--- src/rtl/timer_pkg.sv ---
// -----------------------------------------------------------------------------
// timer_pkg
// Shared definitions for the multi-channel pulse timer (timer_multi) and its
// per-channel engine (timer_channel).
//
// Contents:
//   - timer_mode_e : per-channel mode encoding (2 bits per channel on MODE)
//   - sel_width()  : width of the period-write channel selector (LD_SEL)
//
// Mode encoding:
//   2'b00 MODE_ONESHOT  : one-shot, triggers during a pulse are ignored
//   2'b01 MODE_RETRIG   : one-shot, a trigger during a pulse restarts it with
//                         the current period register value
//   2'b10 MODE_PERIODIC : free-running tick generator, reloads the active
//                         period at every terminal count
//   2'b11 MODE_RESERVED : handled exactly like MODE_ONESHOT
//
// Per-edge event priority inside a channel (highest first):
//   reset > ABORT > terminal count > trigger > count
// A trigger that lands on the terminal-count edge is dropped in every mode.
// -----------------------------------------------------------------------------
package timer_pkg;

    typedef enum logic [1:0] {
        MODE_ONESHOT  = 2'b00,
        MODE_RETRIG   = 2'b01,
        MODE_PERIODIC = 2'b10,
        MODE_RESERVED = 2'b11
    } timer_mode_e;

    // Width of the channel selector on the period write port. A single-channel
    // build still gets a 1-bit selector so the port never collapses to zero width.
    function automatic int sel_width(input int nch);
        return (nch > 1) ? $clog2(nch) : 1;
    endfunction

endpackage

--- src/rtl/timer_channel.sv ---
// -----------------------------------------------------------------------------
// timer_channel
// One channel of the multi-channel pulse timer: up-counter, active-period
// shadow, pulse flag and one-cycle expiry strobe, plus an optional trigger
// rising-edge detector.
//
// Configuration macro:
//   TIMER_MULTI_TRG_EDGE_EN : when defined, trg is qualified by a registered
//                             rising-edge detector (a held-high trg yields a
//                             single trigger, taking effect one edge later).
//                             When undefined, trg is level-sensitive.
//
// Ports:
//   clk     in   clock, rising edge
//   rst_n   in   asynchronous active-low reset
//   trg     in   trigger request
//   mode    in   channel mode (timer_pkg::timer_mode_e encoding)
//   abort   in   synchronous stop, beats terminal count and trigger
//   period  in   current value of this channel's period register
//   out     out  registered pulse flag
//   done    out  registered one-cycle expiry / tick strobe
// -----------------------------------------------------------------------------
module timer_channel
    import timer_pkg::*;
#(
    parameter int               WIDTH          = 8,
    parameter logic [WIDTH-1:0] DEFAULT_PERIOD = {WIDTH{1'b1}}
) (
    input  logic             clk,
    input  logic             rst_n,
    input  logic             trg,
    input  logic [1:0]       mode,
    input  logic             abort,
    input  logic [WIDTH-1:0] period,
    output logic             out,
    output logic             done
);

    localparam logic [WIDTH-1:0] ZERO = {WIDTH{1'b0}};
    localparam logic [WIDTH-1:0] ONE  = {{(WIDTH-1){1'b0}}, 1'b1};

    logic [WIDTH-1:0] cnt_r;
    logic [WIDTH-1:0] act_r;
    logic             out_r;
    logic             done_r;

    logic [WIDTH-1:0] cnt_nxt_s;
    logic [WIDTH-1:0] act_nxt_s;
    logic             out_nxt_s;
    logic             done_nxt_s;

    logic             trg_s;
    logic             term_s;
    logic             period_ok_s;
    timer_mode_e      mode_s;

`ifdef TIMER_MULTI_TRG_EDGE_EN
    logic trg_q_r;
    logic trg_edge_r;

    // Rising-edge detector on trg; the detected edge is itself registered so
    // the channel sees exactly one trigger per low-to-high transition.
    always_ff @(posedge clk or negedge rst_n) begin
        if (!rst_n) begin
            trg_q_r    <= 1'b0;
            trg_edge_r <= 1'b0;
        end else begin
            trg_q_r    <= trg;
            trg_edge_r <= trg & ~trg_q_r;
        end
    end

    assign trg_s = trg_edge_r;
`else
    assign trg_s = trg;
`endif

    assign mode_s      = timer_mode_e'(mode);
    assign period_ok_s = (period != ZERO);
    // Last counted cycle of the current shot. An active period of zero (only
    // reachable by a periodic reload of P=0) wraps to 2**WIDTH cycles.
    assign term_s      = out_r & (cnt_r == (act_r - ONE));

    // Next-state decode following the per-edge event priority.
    always_comb begin
        cnt_nxt_s  = cnt_r;
        act_nxt_s  = act_r;
        out_nxt_s  = out_r;
        done_nxt_s = 1'b0;

        if (abort) begin
            out_nxt_s = 1'b0;
            cnt_nxt_s = ZERO;
        end else if (term_s) begin
            cnt_nxt_s  = ZERO;
            done_nxt_s = 1'b1;
            case (mode_s)
                MODE_PERIODIC: begin
                    // Keep running; a period written since the last reload
                    // takes effect from here.
                    out_nxt_s = 1'b1;
                    act_nxt_s = period;
                end
                default: begin
                    out_nxt_s = 1'b0;
                end
            endcase
        end else if (trg_s && !out_r) begin
            if (period_ok_s) begin
                out_nxt_s = 1'b1;
                cnt_nxt_s = ZERO;
                act_nxt_s = period;
            end else begin
                // Period register of zero disables the channel.
                out_nxt_s = 1'b0;
            end
        end else if (trg_s && (mode_s == MODE_RETRIG) && period_ok_s) begin
            // Retrigger: restart the shot with the current period, no DONE.
            cnt_nxt_s = ZERO;
            act_nxt_s = period;
        end else if (out_r) begin
            cnt_nxt_s = cnt_r + ONE;
        end else begin
            cnt_nxt_s = cnt_r;
        end
    end

    // Channel state registers.
    always_ff @(posedge clk or negedge rst_n) begin
        if (!rst_n) begin
            cnt_r  <= ZERO;
            act_r  <= DEFAULT_PERIOD;
            out_r  <= 1'b0;
            done_r <= 1'b0;
        end else begin
            cnt_r  <= cnt_nxt_s;
            act_r  <= act_nxt_s;
            out_r  <= out_nxt_s;
            done_r <= done_nxt_s;
        end
    end

    assign out  = out_r;
    assign done = done_r;

endmodule

--- src/rtl/timer_multi.sv ---
// -----------------------------------------------------------------------------
// timer_multi
// NCH-channel programmable pulse timer with WIDTH-bit counters. Each channel
// produces an OUT pulse of its active period after a trigger, in one-shot,
// retriggerable one-shot or periodic mode. Periods are loaded at runtime via
// a shared write port; a write never disturbs a pulse already running.
//
// Configuration macro:
//   TIMER_MULTI_TRG_EDGE_EN : edge-qualified triggers (see timer_channel).
//
// Parameters:
//   NCH            number of channels (1..16)
//   WIDTH          counter / period width
//   DEFAULT_PERIOD reset value of every period register and active shadow
//
// Ports:
//   CLK      in   clock, rising edge
//   R        in   asynchronous active-low reset
//   TRG      in   [NCH]       per-channel trigger
//   MODE     in   [2*NCH]     per-channel mode, channel c on MODE[2c+1:2c]
//   ABORT    in   [NCH]       per-channel synchronous stop
//   LD_WE    in   period write strobe
//   LD_SEL   in   [sel_width] channel index of the period write
//   LD_DATA  in   [WIDTH]     period value to write
//   OUT      out  [NCH]       per-channel pulse (registered)
//   DONE     out  [NCH]       per-channel expiry / tick strobe (registered)
//   BUSY     out  OR of all OUT bits
// -----------------------------------------------------------------------------
module timer_multi
    import timer_pkg::*;
#(
    parameter int               NCH            = 4,
    parameter int               WIDTH          = 8,
    parameter logic [WIDTH-1:0] DEFAULT_PERIOD = 8'hFF
) (
    input  logic                      CLK,
    input  logic                      R,
    input  logic [NCH-1:0]            TRG,
    input  logic [2*NCH-1:0]          MODE,
    input  logic [NCH-1:0]            ABORT,
    input  logic                      LD_WE,
    input  logic [sel_width(NCH)-1:0] LD_SEL,
    input  logic [WIDTH-1:0]          LD_DATA,
    output logic [NCH-1:0]            OUT,
    output logic [NCH-1:0]            DONE,
    output logic                      BUSY
);

    localparam int SEL_W = sel_width(NCH);

    logic [WIDTH-1:0] period_r [NCH];

    // Period register bank. A selector that matches no channel index writes
    // nothing, which is how out-of-range selects are ignored.
    always_ff @(posedge CLK or negedge R) begin
        if (!R) begin
            for (int c = 0; c < NCH; c++) begin
                period_r[c] <= DEFAULT_PERIOD;
            end
        end else begin
            for (int c = 0; c < NCH; c++) begin
                if (LD_WE && (LD_SEL == SEL_W'(c))) begin
                    period_r[c] <= LD_DATA;
                end else begin
                    period_r[c] <= period_r[c];
                end
            end
        end
    end

    for (genvar c = 0; c < NCH; c++) begin : g_ch
        timer_channel #(
            .WIDTH          (WIDTH),
            .DEFAULT_PERIOD (DEFAULT_PERIOD)
        ) u_channel (
            .clk    (CLK),
            .rst_n  (R),
            .trg    (TRG[c]),
            .mode   (MODE[2*c +: 2]),
            .abort  (ABORT[c]),
            .period (period_r[c]),
            .out    (OUT[c]),
            .done   (DONE[c])
        );
    end

    // Every OUT bit is a flop, so BUSY is glitch-free without its own register.
    assign BUSY = |OUT;

endmodule

--- config.mk ---
export PLATFORM = sky130hd
export DESIGN_NAME = timer_multi
export DESIGN_NICKNAME = d
export VERILOG_FILES = /design/src/rtl/timer_pkg.sv /design/src/rtl/timer_channel.sv /design/src/rtl/timer_multi.sv
export SDC_FILE = /design/constraint.sdc
export NUM_CORES = 1
export LEC_CHECK = 0
export ABC_CLOCK_PERIOD_IN_PS = 3400
export CAP_MARGIN = 0
export CORE_MARGIN = 5
export CORE_UTILIZATION = 60
export DETAILED_ROUTE_END_ITERATION = 12
export PLACE_DENSITY = 0.81
export SYNTH_ARGS = -nofsm -noshare
export SYNTH_HDL_FRONTEND = slang
export SYNTH_HIERARCHICAL = 1
export SYNTH_SLANG_ARGS = --single-unit
--- constraint.sdc ---
create_clock -name CLK -period 3.4 [get_ports CLK]
set_input_delay 0.85 -clock CLK [delete_from_list [all_inputs] [get_ports CLK]]
set_output_delay 0.85 -clock CLK [all_outputs]
set_load 0.05 [all_outputs]
# [Yosys cells after proc, flatten, opt, wreduce, memory -nomap -nowiden]
# Index checks and enable logic that the tools add are counted.
[op_classes] add_sub_neg=8 bitwise_logic=8 reduce_logical=46 n_eq_ne=27 muxes=72
[ops] op="$mux 8" count=44
[ops] op="$add 8x1->8 const B" count=4
[ops] op="$eq 8x8->1" count=4
[ops] op="$reduce_bool 8->1" count=4
[ops] op="$sub 8x1->8 const B" count=4
[ops] op="$mux 1" count=28
[ops] op="$reduce_bool 3->1" count=8
[ops] op="$reduce_bool 5->1" count=4
[ops] op="$logic_and 1x1->1" count=16
[ops] op="$ne 4x2->1 const B" count=4
[ops] op="$reduce_and 4->1" count=4
[ops] op="$eq 2x2->1 const B" count=6
[ops] op="$ne 3x1->1 const B" count=4
[ops] op="$eq 2x1->1 const B" count=5
[ops] op="$ne 2x2->1 const B" count=4
[ops] op="$reduce_and 2->1" count=4
[ops] op="$and 1x1->1" count=4
[ops] op="$logic_not 1->1" count=4
[ops] op="$not 1->1" count=4
[ops] op="$reduce_or 4->1" count=1
[ops] op="$logic_not 2->1" count=1
[totals] register_bits=104 output_inout_bits=9 inputBits=29

# [Logic depth before layout (Yosys ltp)]
[logic_depth] word_depth=7 mapped_depth=8 depth_no_buf=8

# [Modules after synthesis]
# Netlist, hierarchy kept.
[modules_own_cells] module="timer_channel (g_ch[1].u_channel ...)" area_each_um2=1132.3 instances=3 seq_area_each_um2=460.4 cells_per_inst=111
[modules_own_cells] module="timer_multi" area_each_um2=1260.0 instances=1 seq_area_each_um2=840.8 cells_per_inst=69
[modules_own_cells] module="timer_channel (g_ch[0].u_channel)" area_each_um2=1117.3 instances=1 seq_area_each_um2=460.4 cells_per_inst=110

# [Worst setup path after synthesis]
# No wires, ideal clock.
[synth_timing] kind="reg2reg" start="register g_ch[1].u_channel.act_r[0]" end="register g_ch[1].u_channel.act_r[0]" path_slack_ps=866 t_arrival_ps=2452 n_path_buf=0 synth_period_minus_slack_ps=2534 setup_time_ps=82 required_ps=3318 stages_incl_launch_ff=8 path_cell_list="dfstp_2 -> inv_1 -> ha_1 -> nand2b_1 -> a311o_1 -> a2111oi_4 -> mux2_4 -> mux2_2"
[synth_between] elab_chain_len=5
[synth_lines] item="start, declared" line="timer_channel.sv:43" text="logic [WIDTH-1:0] act_r;"
[synth_lines] item="start signal, assigned" line="timer_channel.sv:137" text="act_r <= act_nxt_s;"
[synth_lines] item="$sub 8x1->8 (*)" line="timer_channel.sv:82" text="assign term_s = out_r & (cnt_r == (act_r - ONE));"
[synth_lines] item="$eq 8x8->1 (*)" line="timer_channel.sv:82"
[synth_lines] item="$and 1x1->1 (*)" line="timer_channel.sv:82"
[synth_lines] item="$ne 3x1->1 (no line), or another cell as far along"
[synth_lines] item="$reduce_and 4->1 (no line)"
# Mark *: on every way between the ends. The rest lies on a longest branch, timed or not.
# A chain may end at the register's enable or synchronous reset.

# [Worst setup path after layout]
[layout_timing] start="register g_ch[0].u_channel.out_r" end="output port BUSY"
[layout_between] elab_chain_len=1
[layout_lines] item="start, declared" line="timer_channel.sv:44" text="logic out_r;"
[layout_lines] item="start signal, assigned" line="timer_channel.sv:138" text="out_r <= out_nxt_s;"
[layout_lines] item="$reduce_or 4->1" line="timer_multi.sv:88" text="assign BUSY = |OUT;"
[layout_lines] item="end, declared" line="timer_multi.sv:46" text="output logic BUSY"
# Every way passes these cells.

==> results.sh <==
export IMPL_final_stage_net_count=596
export IMPL_layout_drive_gt1_share_pct=29.26
export IMPL_place_detailed_hpwl_um=8761
export IMPL_power_static_leakage_nw=2.565
export IMPL_critical_path_peak_fanout=6
export IMPL_crit_path_cell_trace="or4_1 -> clkdlybuf4s50_1"
export IMPL_initial_standard_cell_utilization_of_the_core_pct=61.90
export IMPL_timing_max_transition_violations_final=0
export IMPL_cts_setup_buffers=0
export IMPL_setup_total_negative_slack_ns=0
export IMPL_placed_cells=677
export IMPL_synth_flop_cell="dfstp_2"
export IMPL_postPlaceCellArea_um2=6312
export IMPL_drt_iter0_markers=213
export IMPL_hold_buffers=0
export IMPL_final_period_utilization_pct=87.69
export IMPL_num_io_pins=38
export IMPL_required_ns=2.55
export IMPL_ant_nets=0
export IMPL_antennaDiodeCount=0
export IMPL_final_util_pct=69.79
export IMPL_die_area_um2=11690
export IMPL_grt_start_max_net_pins=49
export IMPL_grt_antenna_before_repair=0
export IMPL_synth_yosys_warnings=6
export IMPL_critical_path_max_stage_delay_ns=0.72
export IMPL_post_cts_resize_count=0
export IMPL_cp_arrival_ns=2.13
export IMPL_floorplan_die_width_um=108.1
export IMPL_outcome="finished clean"
export IMPL_portBuffers=37
export IMPL_area_added_between_synthesis_and_finish_pct=12.74
export IMPL_yosys_register_bits=104
export IMPL_grt_setup_unrepaired="false"
export IMPL_clk_pin_slew_worst_paths_ns=0.10
export IMPL_detailroute_via_count=4228
export IMPL_cts_sinks=104
export IMPL_postSynth_asyncResetShare_pct=100.0
export IMPL_grt_pass1_vias=4232
export IMPL_final_hold_viol_count=0
export IMPL_worst_pin_slew_ns=0.6394
export IMPL_min_delay_path_class="in -> async"
export IMPL_clock_root_buffer="clkbuf_8"
export IMPL_synth_edff_count=0
export IMPL_ys_seq_area_share_pct=46.46
export IMPL_cell_family_with_most_cp_delay="buffers and inverters"
export IMPL_multiInputGateArea_um2=3035
export IMPL_tot_gr_track_use_pct=21.78
export IMPL_netlist_cell_type_count=43
export IMPL_criticalPathCategory="reg -> out"
export IMPL_timing_max_cap_violations=0
export IMPL_setup_worst_path_end_class="output port"
export IMPL_setup_violations=0
export IMPL_tritoncts="done"
export IMPL_synthesis_area_per_instance_um2=11.28
export IMPL_netlist_instances=512
export IMPL_drt_drc_violations_left=0
export IMPL_n_fill_cell=673
export IMPL_syn_nets=549
export IMPL_h_tree_lvl_count=3
export IMPL_path_buf_inv=1
export IMPL_maximum_clock_skew_at_final_layout_ns=0.01025
export IMPL_totalWireLength_um=11980
export IMPL_detail_route_wl_per_cell_um=17.28
export IMPL_worst_vdd_drop_mv=0.3570
export IMPL_drt_vias_per_instance=6.101
export IMPL_mostFrequentLayoutCells="mux2_2 (64), dfstp_2 (64), dfrtp_1 (40)"
export IMPL_cts_made_buffers=9
export IMPL_final_area_um2=6510
export IMPL_area_sequential_um2=2683
export IMPL_rrSetupSlack_ns=0.58
export IMPL_global_route_wire_length_before_repair_um=20380
export IMPL_timing_slew_headroom_pct=57.38
export IMPL_mappedNetlistArea_um2=5774
export IMPL_clock_path_buffers=2
export IMPL_clk_insertion_delay_late_ns=0.36
export IMPL_gr_total_overflow=0
export IMPL_fp_coreArea_um2=9328
export IMPL_dieHeight_um=108.1
export IMPL_final_instance_count_excl_fill=693
export IMPL_fmaxAchievable_mhz=335.4
export IMPL_period_needed_ns=2.982
export IMPL_timing_critical_path_from_type="register"
export IMPL_powerDensity_nw_per_um2=563.7
export IMPL_fp_row_count=35
export IMPL_slowest_stage_cell_cp="clkdlybuf4s50_1"
export IMPL_gp_congestion=0.8664
export IMPL_firstDrtPassIters=5
[state kept, by name (all words and copies together) (netlist names)]
register              cells
g_ch.u_channel/act_r     32
g_ch.u_channel/cnt_r     32
g_ch.u_channel/done       4
g_ch.u_channel/out        4
period_r                 32
[power by group]
part | total (mW) | switching (mW) | leakage (nW) | internal, mW
combinational | 1.01 | 0.502 | 1.24 | 0.507
clock | 0.773 | 0.413 | 0.0993 | 0.360
sequential | 1.89 | 0.265 | 1.22 | 1.62
total | 3.67 | 1.18 | 2.57 | 2.49
[cells by family after synthesis]
| family | after synthesis | synth area share [%] |
|---|---|---|
| muxes | 72 | 14.21 |
| DFF | 104 | 46.46 |
| AOI/OAI and AO/OA | 96 | 12.65 |
| adders and majority gates | 8 | 1.734 |
| buffers and inverters | 12 | 0.9750 |
| xor gates and xnor gates | 36 | 5.460 |
| and+or+nand+nor | 184 | 18.50 |
[Yosys cell counts (3+ instances only)]
cell type	count	share of area [%]
nand3_1	8	0.69
nand2b_1	12	1.3
dfstp_2	64	29
nor3_1	37	3.2
a2bb2oi_1	3	0.46
o21ai_0	32	2.8
mux2_2	64	12
or4_1	9	1.2
buf_4	3	0.39
o2111ai_1	4	0.61
dfrtp_1	40	17
a2111oi_4	4	1.9
a31oi_1	4	0.43
a22oi_1	9	1.2
nand2_1	13	0.85
and3_2	3	0.39
nand3b_1	15	2.0
nand4_1	4	0.43
a211o_2	3	0.52
nor2_1	29	1.9
a211oi_1	4	0.52
and2b_1	3	0.39
a311o_1	4	0.69
ha_1	8	1.7
and3_1	13	1.4
mux2_4	4	1.0
a21boi_0	19	2.5
nor4_1	4	0.43
or2b_1	3	0.39
a21oi_1	5	0.43
inv_1	8	0.52
nor2b_1	22	2.4
a21boi_1	4	0.52
xor2_1	24	3.6
nor4b_1	4	0.61
xnor2_1	12	1.8
mux2i_1	4	0.69
[stage by stage]
stage	hold slack (ns)	power, mW	setup WS (ns)
2_1_floorplan	0.5452	2.616	0.8659
5_1_grt	0.5379	3.886	0.3656
4_1_cts	0.5150	3.689	0.3889
3_5_place_dp	0.5905	2.909	0.5968
6_report	0.5015	3.670	0.4184
3_3_place_gp	0.5632	2.846	0.6751
[final timing paths]
check,start,endpoint,cells past startpoint
setup / recovery,g_ch[0].u_channel/out$_DFFE_PN0P_,BUSY,2
hold / removal,R,g_ch[0].u_channel/cnt_r[6]$_DFFE_PN0P_,1
setup reg to reg,g_ch[1].u_channel/act_r[0]$_DFFE_PN1P_,g_ch[1].u_channel/act_r[3]$_DFFE_PN1P_,7
hold reg to reg,g_ch[1].u_channel/cnt_r[7]$_DFFE_PN0P_,g_ch[1].u_channel/cnt_r[7]$_DFFE_PN0P_,2
max in group asynchronous,R,g_ch[1].u_channel/act_r[5]$_DFFE_PN1P_,2
min in group CLK,g_ch[1].u_channel/cnt_r[7]$_DFFE_PN0P_,g_ch[1].u_channel/cnt_r[7]$_DFFE_PN0P_,2
[layer usage]
layer	up-vias	track usage, %	wire length [µm]
li1	2002	-	-
met1	2109	29.89	5472
met2	110	36.41	5928
met3	7	3.881	488
met4	0	4.689	89
met5	-	0	0
[final cells by class]
type                    count  share of cell area (%)
clock buffers              11                   2.172
clock inverters             5                  0.8649
inverters                   8                  0.4613
multi-input cells         396                   46.63
flip-flops and latches    104                   41.21
well taps                 129                   2.479
repair buffers             40                   6.189
(Power assumes the default switching activity.)
